File: src/rtl/img_pack_dmem_if.sv
// Bundle between the camera/CPU side and the DMEM capture packer.
// Control, pixel stream and DMEM write port travel together; clk/rst stay outside.
interface img_pack_dmem_if #(
  parameter int PXL_W  = 8,
  parameter int WORD_W = 256,
  parameter int ADDR_W = 7,
  parameter int CNT_W  = 10
);
  logic              enable;
  logic              bin_en;
  logic [PXL_W-1:0]  thresh;
  logic              sof;
  logic              pxl_valid;
  logic [PXL_W-1:0]  pxl_data;
  logic              dmem_wren;
  logic [ADDR_W-1:0] dmem_wraddr;
  logic [WORD_W-1:0] dmem_wrdata;
  logic              ccd_done;
  logic              busy;
  logic [CNT_W-1:0]  pxl_cnt;

  modport master (
    output enable, bin_en, thresh, sof, pxl_valid, pxl_data,
    input  dmem_wren, dmem_wraddr, dmem_wrdata, ccd_done, busy, pxl_cnt
  );

  modport slave (
    input  enable, bin_en, thresh, sof, pxl_valid, pxl_data,
    output dmem_wren, dmem_wraddr, dmem_wrdata, ccd_done, busy, pxl_cnt
  );
endinterface

File: src/rtl/img_pack_dmem.sv
// Decimating, optionally binarising pixel packer that writes DMEM-width words
// to consecutive addresses and signals completion to the CPU via ccd_done.
module img_pack_dmem #(
  parameter int PXL_W     = 8,
  parameter int WORD_W    = 256,
  parameter int ADDR_W    = 7,
  parameter int IMG_W     = 28,
  parameter int IMG_H     = 28,
  parameter int DS        = 1,
  parameter int BASE_ADDR = 0
) (
  input  logic clk,
  input  logic rst,
  img_pack_dmem_if.slave bus
);
  localparam int PPW    = WORD_W / PXL_W;
  localparam int N      = IMG_W * IMG_H;
  localparam int SRC_W  = IMG_W * DS;
  localparam int SRC_H  = IMG_H * DS;
  localparam int CNT_W  = $clog2(N + 1);
  localparam int COL_W  = (SRC_W > 1) ? $clog2(SRC_W) : 1;
  localparam int ROW_W  = (SRC_H > 1) ? $clog2(SRC_H) : 1;
  localparam int LANE_W = (PPW > 1) ? $clog2(PPW) : 1;

  typedef enum logic [2:0] {
    S_IDLE    = 3'd0,
    S_ARMED   = 3'd1,
    S_CAPTURE = 3'd2,
    S_FLUSH   = 3'd3,
    S_DONE    = 3'd4
  } state_t;

  state_t              r_state, w_state_nx;
  logic [COL_W-1:0]    r_col, w_col_nx, w_col_b;
  logic [ROW_W-1:0]    r_row, w_row_nx, w_row_b;
  logic [LANE_W-1:0]   r_lane, w_lane_nx, w_lane_b;
  logic [ADDR_W-1:0]   r_widx, w_widx_nx, w_widx_b;
  logic [CNT_W-1:0]    r_cnt, w_cnt_nx, w_cnt_b;
  logic [WORD_W-1:0]   r_pack, w_pack_nx, w_pack_b, w_pack_ins;
  logic                r_wren, w_wren_nx;
  logic [ADDR_W-1:0]   r_wraddr, w_wraddr_nx;
  logic [WORD_W-1:0]   r_wrdata, w_wrdata_nx;
  logic                r_done, w_done_nx;
  logic                r_busy, w_busy_nx;
  logic [PXL_W-1:0]    w_pxl;
  logic                w_kept, w_col_wrap, w_last, w_full, w_accept;

  // A sof in ARMED/CAPTURE restarts the frame, so it zeroes the bases the current pixel builds on.
  always_comb begin
    w_col_b  = bus.sof ? '0 : r_col;
    w_row_b  = bus.sof ? '0 : r_row;
    w_lane_b = bus.sof ? '0 : r_lane;
    w_widx_b = bus.sof ? '0 : r_widx;
    w_cnt_b  = bus.sof ? '0 : r_cnt;
    w_pack_b = bus.sof ? '0 : r_pack;
    if (bus.bin_en) begin
      w_pxl = (bus.pxl_data >= bus.thresh) ? {PXL_W{1'b1}} : {PXL_W{1'b0}};
    end else begin
      w_pxl = bus.pxl_data;
    end
    w_pack_ins = w_pack_b;
    w_pack_ins[PXL_W*w_lane_b +: PXL_W] = w_pxl;
    w_kept     = ((32'(w_col_b) % DS) == 0) && ((32'(w_row_b) % DS) == 0);
    w_col_wrap = (w_col_b == COL_W'(SRC_W - 1));
    w_last     = (w_cnt_b == CNT_W'(N - 1));
    w_full     = (w_lane_b == LANE_W'(PPW - 1));
    w_accept   = bus.enable && (((r_state == S_ARMED) && bus.sof) || (r_state == S_CAPTURE));
  end

  // Next-state and registered-output values.
  always_comb begin
    w_state_nx  = r_state;
    w_col_nx    = r_col;
    w_row_nx    = r_row;
    w_lane_nx   = r_lane;
    w_widx_nx   = r_widx;
    w_cnt_nx    = r_cnt;
    w_pack_nx   = r_pack;
    w_wren_nx   = 1'b0;
    w_wraddr_nx = '0;
    w_wrdata_nx = '0;
    case (r_state)
      S_IDLE: begin
        w_state_nx = bus.enable ? S_ARMED : S_IDLE;
      end
      S_ARMED, S_CAPTURE: begin
        if (!bus.enable) begin
          w_state_nx = S_IDLE;
        end else if (w_accept) begin
          w_state_nx = S_CAPTURE;
          w_col_nx   = w_col_b;
          w_row_nx   = w_row_b;
          w_lane_nx  = w_lane_b;
          w_widx_nx  = w_widx_b;
          w_cnt_nx   = w_cnt_b;
          w_pack_nx  = w_pack_b;
          if (bus.pxl_valid) begin
            if (w_col_wrap) begin
              w_col_nx = '0;
              w_row_nx = w_row_b + ROW_W'(1);
            end else begin
              w_col_nx = w_col_b + COL_W'(1);
            end
            if (w_kept) begin
              w_cnt_nx = w_cnt_b + CNT_W'(1);
              // The final pixel emits its word at once so the partial word lands in the FLUSH cycle.
              if (w_full || w_last) begin
                w_wren_nx   = 1'b1;
                w_wraddr_nx = ADDR_W'(BASE_ADDR) + w_widx_b;
                w_wrdata_nx = w_pack_ins;
                w_pack_nx   = '0;
                w_lane_nx   = '0;
                w_widx_nx   = w_widx_b + ADDR_W'(1);
              end else begin
                w_pack_nx = w_pack_ins;
                w_lane_nx = w_lane_b + LANE_W'(1);
              end
              w_state_nx = w_last ? S_FLUSH : S_CAPTURE;
            end else begin
              w_state_nx = S_CAPTURE;
            end
          end else begin
            w_state_nx = S_CAPTURE;
          end
        end else begin
          w_state_nx = r_state;
        end
      end
      S_FLUSH: begin
        w_state_nx = S_DONE;
      end
      S_DONE: begin
        w_state_nx = bus.enable ? S_DONE : S_IDLE;
      end
      default: begin
        w_state_nx = S_IDLE;
      end
    endcase
    w_busy_nx = (w_state_nx == S_ARMED) || (w_state_nx == S_CAPTURE);
    w_done_nx = (w_state_nx == S_DONE);
  end

  // FSM state register.
  always_ff @(posedge clk) begin
    if (rst) begin
      r_state <= S_IDLE;
    end else begin
      r_state <= w_state_nx;
    end
  end

  // Counters, pack register and registered outputs.
  always_ff @(posedge clk) begin
    if (rst) begin
      r_col    <= '0;
      r_row    <= '0;
      r_lane   <= '0;
      r_widx   <= '0;
      r_cnt    <= '0;
      r_pack   <= '0;
      r_wren   <= 1'b0;
      r_wraddr <= '0;
      r_wrdata <= '0;
      r_done   <= 1'b0;
      r_busy   <= 1'b0;
    end else begin
      r_col    <= w_col_nx;
      r_row    <= w_row_nx;
      r_lane   <= w_lane_nx;
      r_widx   <= w_widx_nx;
      r_cnt    <= w_cnt_nx;
      r_pack   <= w_pack_nx;
      r_wren   <= w_wren_nx;
      r_wraddr <= w_wraddr_nx;
      r_wrdata <= w_wrdata_nx;
      r_done   <= w_done_nx;
      r_busy   <= w_busy_nx;
    end
  end

  assign bus.dmem_wren   = r_wren;
  assign bus.dmem_wraddr = r_wraddr;
  assign bus.dmem_wrdata = r_wrdata;
  assign bus.ccd_done    = r_done;
  assign bus.busy        = r_busy;
  assign bus.pxl_cnt     = r_cnt;
endmodule

File: src/flat_wrapper.sv
// flat-port wrapper written by rule: the top's interface ports become plain ports
module img_pack_dmem_flat 
#(
  parameter int PXL_W     = 8,
  parameter int WORD_W    = 256,
  parameter int ADDR_W    = 7,
  parameter int IMG_W     = 28,
  parameter int IMG_H     = 28,
  parameter int DS        = 1,
  parameter int BASE_ADDR = 0
)
  (clk, rst, bus_enable, bus_bin_en, bus_thresh, bus_sof, bus_pxl_valid, bus_pxl_data, bus_dmem_wren, bus_dmem_wraddr, bus_dmem_wrdata, bus_ccd_done, bus_busy, bus_pxl_cnt);
  img_pack_dmem_if #(.PXL_W(PXL_W), .WORD_W(WORD_W), .ADDR_W(ADDR_W), .CNT_W(10)) bus_i ();
  input  logic clk;
  input  logic rst;
  input wire logic [$bits(bus_i.enable)-1:0] bus_enable;
  input wire logic [$bits(bus_i.bin_en)-1:0] bus_bin_en;
  input wire logic [$bits(bus_i.thresh)-1:0] bus_thresh;
  input wire logic [$bits(bus_i.sof)-1:0] bus_sof;
  input wire logic [$bits(bus_i.pxl_valid)-1:0] bus_pxl_valid;
  input wire logic [$bits(bus_i.pxl_data)-1:0] bus_pxl_data;
  output wire logic [$bits(bus_i.dmem_wren)-1:0] bus_dmem_wren;
  output wire logic [$bits(bus_i.dmem_wraddr)-1:0] bus_dmem_wraddr;
  output wire logic [$bits(bus_i.dmem_wrdata)-1:0] bus_dmem_wrdata;
  output wire logic [$bits(bus_i.ccd_done)-1:0] bus_ccd_done;
  output wire logic [$bits(bus_i.busy)-1:0] bus_busy;
  output wire logic [$bits(bus_i.pxl_cnt)-1:0] bus_pxl_cnt;
  assign bus_i.enable = bus_enable;
  assign bus_i.bin_en = bus_bin_en;
  assign bus_i.thresh = bus_thresh;
  assign bus_i.sof = bus_sof;
  assign bus_i.pxl_valid = bus_pxl_valid;
  assign bus_i.pxl_data = bus_pxl_data;
  assign bus_dmem_wren = bus_i.dmem_wren;
  assign bus_dmem_wraddr = bus_i.dmem_wraddr;
  assign bus_dmem_wrdata = bus_i.dmem_wrdata;
  assign bus_ccd_done = bus_i.ccd_done;
  assign bus_busy = bus_i.busy;
  assign bus_pxl_cnt = bus_i.pxl_cnt;
  img_pack_dmem #(.PXL_W(PXL_W), .WORD_W(WORD_W), .ADDR_W(ADDR_W), .IMG_W(IMG_W), .IMG_H(IMG_H), .DS(DS), .BASE_ADDR(BASE_ADDR)) u_core (.clk(clk), .rst(rst), .bus(bus_i));
endmodule
File: config.mk
export PLATFORM = sky130hd
export DESIGN_NAME = img_pack_dmem_flat
export DESIGN_NICKNAME = d
export VERILOG_FILES = /design/src/rtl/img_pack_dmem_if.sv /design/src/rtl/img_pack_dmem.sv /design/src/flat_wrapper.sv
export SDC_FILE = /design/constraint.sdc
export NUM_CORES = 1
export LEC_CHECK = 0
export CAP_MARGIN = 25
export CORE_UTILIZATION = 40
export CTS_CLUSTER_SIZE = 20
export DETAILED_ROUTE_END_ITERATION = 8
export DONT_BUFFER_PORTS = 1
export PLACE_DENSITY = 0.68
export SYNTH_ARGS = -nofsm -noshare
export SYNTH_HDL_FRONTEND = slang
export SYNTH_SLANG_ARGS = --single-unit
File: constraint.sdc
create_clock -name clk -period 4.23 [get_ports clk]
set_input_delay 0.846 -clock clk [delete_from_list [all_inputs] [get_ports clk]]
set_output_delay 0.846 -clock clk [all_outputs]
set_load 0.05 [all_outputs]
==> impl_results.md, run 1 <==
- Crit share post-route: 0.878
- Cts repair resizes: 0
- Register area share after synthesis: 0.527
- HPWL after DPL: 45.8 mm
- Post-Place Setup Slack: 312 ps
- First-pass GRT wire length: 103 mm
- Post-CTS setup buffers: 0
- Synth Register Bits: 547
- Setup Skew: 24.4 ps
- Hold buffers post-CTS: 0
- WL/cell: 24.6 um
- Final wirelength: 69.3 mm
- Max-slew violations: 0
- Vias in the first global route: 16200
- Routed via count: 17400
- Num rows: 83
- Crit path buf inv count: 2
- P per Cell Area: 459 nW/um2
- Top delay family on crit path: simple AND/OR/NAND/NOR gates
- CTS tree: done
- Area grow syn2layout: 14.3%
- H-tree Lvls: 2
- Root buffer cell: clkbuf_16
- Slowest stage cell on the critical path: or3_4
- Final GP Congestion: 0.875
- Most common flop cell mapped by yosys: dfxtp_1
- Die H: 230 um
- Rel. slew slack: 0.236
- Mapped Area: 20800 um2
- Commonest cells after routing, fill and taps aside: dfxtp_1, nand3_1, a22o_1
- Boundary pin count: 298
- Post-Syn Area per Cell: 9.93 um2
- Max Clock Freq: 269 MHz
- Starting DRT DRC Count: 1993
- CP most frequent cell: ha_1
- Initial Utilization: 0.405
- Num CTS Buffers: 56
- Share of layout cells above drive strength 1: 0.123
- Port Buffers: 0
- Die area: 52900 um2
- Setup Viol. Count Final: 0
- Crit Path Max Fanout: 15
- Worst-margin pin slew: 1140 ps
- Net Count, Synth: 2129
- CP endpoint kind: flip-flop
- # DRC: 0
- CP peak stage delay: 600 ps
- Number of synthesized flops with an enable pin: 0
- Arrival @ worst endpoint: 4170 ps
- Clk slew on worst S/H paths: 70 ps
- # clock sinks: 547
- Hold Crit Class: primary input to flip-flop
- Unique masters post-synth: 71
- FF+latch area: 11000 um2
- Most common cell after layout, fill and taps aside: dfxtp_1
- Leak Pwr: 0.00790 uW
- Pin count of the biggest net entering global routing: 261
- CP Cell Sequence: nor2b_1, buf_4, ha_1, and3_1, ha_1, a31oi_1, or3_4, inv_1, nand4_1, o21ai_0
- Final Hold Fails: 0
- Post-synth ARST share: 0
- CTS max path bufs: 3
- FILL cells: 4747
- RSZ-0062 raised after global routing: false
- GRT Total Usage: 0.251
- Min setup slack post-route: 516 ps
- Critical path class: flip-flop to flip-flop
- Required @ worst endpoint: 4680 ps
- Drt pass-1 iters: 5
- Area of the multi-input gates: 9160 um2
- Clock latency on the worst-skew pair: 610 ps
- Power, Total: 10900 uW
- Diodes inserted: 0
- Final antenna-violating net count: 0
- Die Wd: 230 um
- YS warnings: 0
- Final min period: 3710 ps
- Layout net count: 2120
- Status: finished clean
- Initial antenna violation count: 0
- Overflow after GRT: 0
- Peak VDD IR: 0.320 mV
- Max-Cap Viols: 0
- Post-Syn Instances: 2093
- Core area: 51300 um2
- Drt via density: 6.18
- Critical Path Start Type: flip-flop
==> final timing paths <==
check	from	endpoint	slack (ps)	depth (start not counted)
hold / removal	rst	u_core.r_widx[1]	310	1
setup / recovery	u_core.r_lane[0]	u_core.bus.dmem_wrdata[197]	520	10
setup reg to reg	u_core.r_lane[0]	u_core.bus.dmem_wrdata[197]	520	10
hold reg to reg	u_core.r_widx[6]	u_core.bus.dmem_wraddr[6]	460	1
==> stage by stage <==
step / hold slack (ps) / util / cells / setup TNS [ps] / cell area (um2)
global placement: 443 / 0.424 / 2704 / 0 / 21700
CTS: 270 / 0.463 / 2811 / 0 / 23800
global route: 276 / 0.463 / 2811 / 0 / 23800
finish: 309 / 0.463 / 2811 / 0 / 23800
detailed placement: 447 / 0.424 / 2706 / 0 / 21800
floorplan: 430 / - / 2093 / -1010 / 20800
==> cell families after synthesis <==
kind of cell               count (synthesis)  share of synthesized area
adders and majority gates                 14                    0.00843
buffers and inverters                    178                     0.0352
muxes                                      2                    0.00102
xor gates and xnor gates                  10                    0.00421
and+or+nand+nor                          731                      0.214
DFF                                      547                      0.527
AOI/OAI and AO/OA                        611                      0.210
==> flip-flops by register name, indices dropped and copies added (netlist names) <==
name,cells
u_core.bus.busy,1
u_core.bus.ccd_done,1
u_core.bus.dmem_wraddr,7
u_core.bus.dmem_wrdata,256
u_core.bus.dmem_wren,1
u_core.bus.pxl_cnt,10
u_core.r_lane,5
u_core.r_pack,256
u_core.r_state,3
u_core.r_widx,7
==> cell type report <==
class,instances,area share
sequential,547,0.461
multi-input combinational,1368,0.385
clock buffer,70,0.0663
tap,680,0.0358
timing repair buffer,95,0.0311
clock inverter,35,0.0182
inverter,16,0.00253
==> worst register-to-register path, stage by stage (launching register included) <==
cell and delay, ps:
dfxtp_1 580, nor2b_1 220, buf_4 160, ha_1 200
and3_1 170, ha_1 240, a31oi_1 200, or3_4 610
inv_1 320, nand4_1 350, o21ai_0 530
==> cells in the mapped netlist, types with 4 or more instances <==
master     number  area [um2]
a22oi_1         7        52.6
dfxtp_1       547       11000
nor4_4          4        85.1
nand4_1        14        87.6
and2_1         13        81.3
inv_1          16        60.1
nor2_1         65         244
nand2b_1        9        56.3
nor3_2         20         200
a21oi_1       220        1100
buf_1          15        56.3
nor4_1          7        43.8
o211a_1         4        40.0
nor2b_1        16         100
a22o_1        241        2110
ha_1           14         175
o2bb2ai_1      45         394
buf_2          27         135
o21ai_0        30         150
xor2_1          8        70.1
clkbuf_1      113         424
and3_1          8        50.1
nor3_1         39         195
nor3b_1         4        30.0
o21ai_1        27         135
nand2_1        33         124
nand3b_1      210        1580
buf_4           6        45.0
nand3_2         6        60.1
or2_2           9        56.3
a31oi_1         4        25.0
nand3_1       252        1260
==> per-layer routing <==
layer / routed length, um / GRT usage
met2: 32200 / 0.405
met5: 0 / 0
met1: 29300 / 0.339
met4: 1540 / 0.0671
met3: 6310 / 0.0521
==> report_power, final <==
part	total, uW	switching [uW]	internal, uW
Sequential	5160	5.74	5150
Combinational	461	350	110
Clock	5300	2190	3110
(Power assumes the default switching activity.)
==> run 2, diff against run 1 <==
- SKIP_LAST_GASP: default -> 1
==> results of run 2 <==
The final DEF is identical to that of run 1; final timing and power are the same.
==> run 3, diff against run 2 <==
- CORE_UTILIZATION: 40 -> 50
- PLACE_DENSITY: 0.68 -> 0.8
==> run 3 against run 2 <==
Via count grew 0.85%. Routed wire length shrank 3.7%. Sequential power is essentially flat. Clock-buffer cell count shrank 1. Die area shrank 20%. Critical path type unchanged. Critical path depth is the same. Power shrank 3.3%. Clock skew shrank 9.8 ps. Worst setup slack lost 28 ps. Largest power group is now registers.
==> impl_results.md, run 3 (synthesized netlist as in run 1, its figures left out) <==
- FILL cells: 3385 (was 4747)
- Slowest stage cell on the critical path: nor4_4 (was or3_4)
- Required @ worst endpoint: 4730 ps (was 4680 ps)
- Final antenna-violating net count: 0 (unchanged)
- Clk slew on worst S/H paths: 70 ps (about the same)
- Worst Hold Slack: 317 ps (was 309 ps)
- # DRC: 0 (unchanged)
- CTS max path bufs: 3 (unchanged)
- Arrival @ worst endpoint: 4240 ps (was 4170 ps)
- P per Cell Area: 453 nW/um2 (was 459 nW/um2)
- Max-slew violations: 0 (unchanged)
- Leak Pwr: 0.00778 uW (was 0.00790 uW)
- # clock sinks: 547 (unchanged)
- Setup Skew: 14.6 ps (was 24.4 ps)
- Pin count of the biggest net entering global routing: 261 (unchanged)
- Die area: 42400 um2 (was 52900 um2)
- Cts repair resizes: 0 (unchanged)
- H-tree Lvls: 2 (unchanged)
- Diodes inserted: 0 (unchanged)
- GRT Total Usage: 0.306 (was 0.251)
- Final min period: 3740 ps (was 3710 ps)
- Boundary pin count: 298 (unchanged)
- Crit path buf inv count: 3 (was 2)
- Vias in the first global route: 16400 (was 16200)
- CP peak stage delay: 590 ps (was 600 ps)
- Area grow syn2layout: 12.2% (was 14.3%)
- Routed via count: 17500 (was 17400)
- Num rows: 74 (was 83)
- Hold Crit Class: primary input to flip-flop (unchanged)
- Root buffer cell: clkbuf_16 (unchanged)
- Critical path class: flip-flop to flip-flop (unchanged)
- CP endpoint kind: flip-flop (unchanged)
- Setup Viol. Count Final: 0 (unchanged)
- Rel. slew slack: 0.308 (was 0.236)
- Die Wd: 206 um (was 230 um)
- Port Buffers: 0 (unchanged)
- CTS tree: done (unchanged)
- Layout net count: 2101 (was 2120)
- Drt pass-1 iters: 6 (was 5)
- Die H: 206 um (was 230 um)
- Num CTS Buffers: 53 (was 56)
- Initial Utilization: 0.508 (was 0.405)
- Post-layout util: 0.570 (was 0.463)
- Critical Path Start Type: flip-flop (unchanged)
- Drt via density: 6.64 (was 6.18)
- Hold buffers post-CTS: 0 (unchanged)
- Power, Total: 10600 uW (was 10900 uW)
- Overflow after GRT: 0 (unchanged)
- HPWL after DPL: 42.2 mm (was 45.8 mm)
- Clock latency on the worst-skew pair: 600 ps (was 610 ps)
- CP most frequent cell: buf_4 (was ha_1)
- CP Cell Sequence: nor2b_1, inv_1, ha_1, buf_4, o21bai_1, a2111o_1, buf_4, nor4_4, nand3_1, o2bb2ai_1 (was nor2b_1, buf_4, ha_1, and3_1, ha_1, a31oi_1, or3_4, inv_1, nand4_1, o21ai_0)
- Final wirelength: 66.7 mm (was 69.3 mm)
- Worst-margin pin slew: 1040 ps (was 1140 ps)
- Max-Cap Viols: 0 (unchanged)
- Starting DRT DRC Count: 2286 (was 1993)
- Core area: 40900 um2 (was 51300 um2)
- First-pass GRT wire length: 99.0 mm (was 103 mm)
- Max Clock Freq: 267 MHz (was 269 MHz)
- Final Hold Fails: 0 (unchanged)
- WL/cell: 25.3 um (was 24.6 um)
- Crit Path Max Fanout: 14 (was 15)
- Share of layout cells above drive strength 1: 0.113 (was 0.123)
- Crit share post-route: 0.885 (was 0.878)
- Peak VDD IR: 0.295 mV (was 0.320 mV)
- Most common cell after layout, fill and taps aside: dfxtp_1 (unchanged)
- RSZ-0062 raised after global routing: false (unchanged)
- Status: finished clean (unchanged)
- Post-CTS setup buffers: 0 (unchanged)
- Final GP Congestion: 0.920 (was 0.875)
- Initial antenna violation count: 1 (was 0)
- Commonest cells after routing, fill and taps aside: dfxtp_1, nand3_1, a22o_1 (unchanged)
- Top delay family on crit path: simple AND/OR/NAND/NOR gates (unchanged)
run 3: cell count changes in the layout (fill, tap and decap cells not counted), sizes merged:
cell / before / now
buf: 95 / 79
clkinvlp: 12 / 5
clkbuf: 70 / 69
bufinv: 7 / 5
inv: 22 / 21
clkinv: 10 / 12
run 3: final cells by class:
| type | instances | area, um2 | area share |
|---|---|---|---|
| flip-flops and latches | 547 | 11000 | 0.469 |
| repair buffers | 79 | 656 | 0.0281 |
| clock buffers | 69 | 1530 | 0.0655 |
| inverters | 16 | 60.1 | 0.00257 |
| well taps | 532 | 666 | 0.0285 |
| clock inverters | 27 | 313 | 0.0134 |
| multi-input cells | 1368 | 9160 | 0.393 |
run 3: metal layers:
layer	track usage	wire, um	part of all wire
met5	0	0	0
met3	0.0692	7240	0.11
met2	0.482	30100	0.45
met1	0.406	26900	0.40
met4	0.123	2460	0.037
run 3: where the power goes:
part | internal (uW) | total [uW] | switching [uW]
logic | 112 | 461 | 349
clock network | 2870 | 4940 | 2070
registers | 5150 | 5160 | 5.60
run 3: final timing paths:
| kind | start | endpoint | slack, ps | cells after the start |
|---|---|---|---|---|
| max | u_core.r_lane[0] | u_core.r_pack[214] | 490 | 10 |
| min | rst | u_core.bus.ccd_done | 320 | 1 |
| max reg2reg | u_core.r_lane[0] | u_core.r_pack[214] | 490 | 10 |
| min reg2reg | u_core.r_pack[86] | u_core.r_pack[86] | 470 | 1 |
run 3: stage by stage:
step           cell area [um2]  setup TNS, ps  cells  worst slack (ps)
2_1_floorplan            20800          -1010   2093             -42.9
3_3_place_gp             21500              0   2541               418
3_5_place_dp             21500              0   2542               349
4_1_cts                  23300              0   2638               561
5_1_grt                  23300              0   2638               309
6_report                 23300              0   2638               488
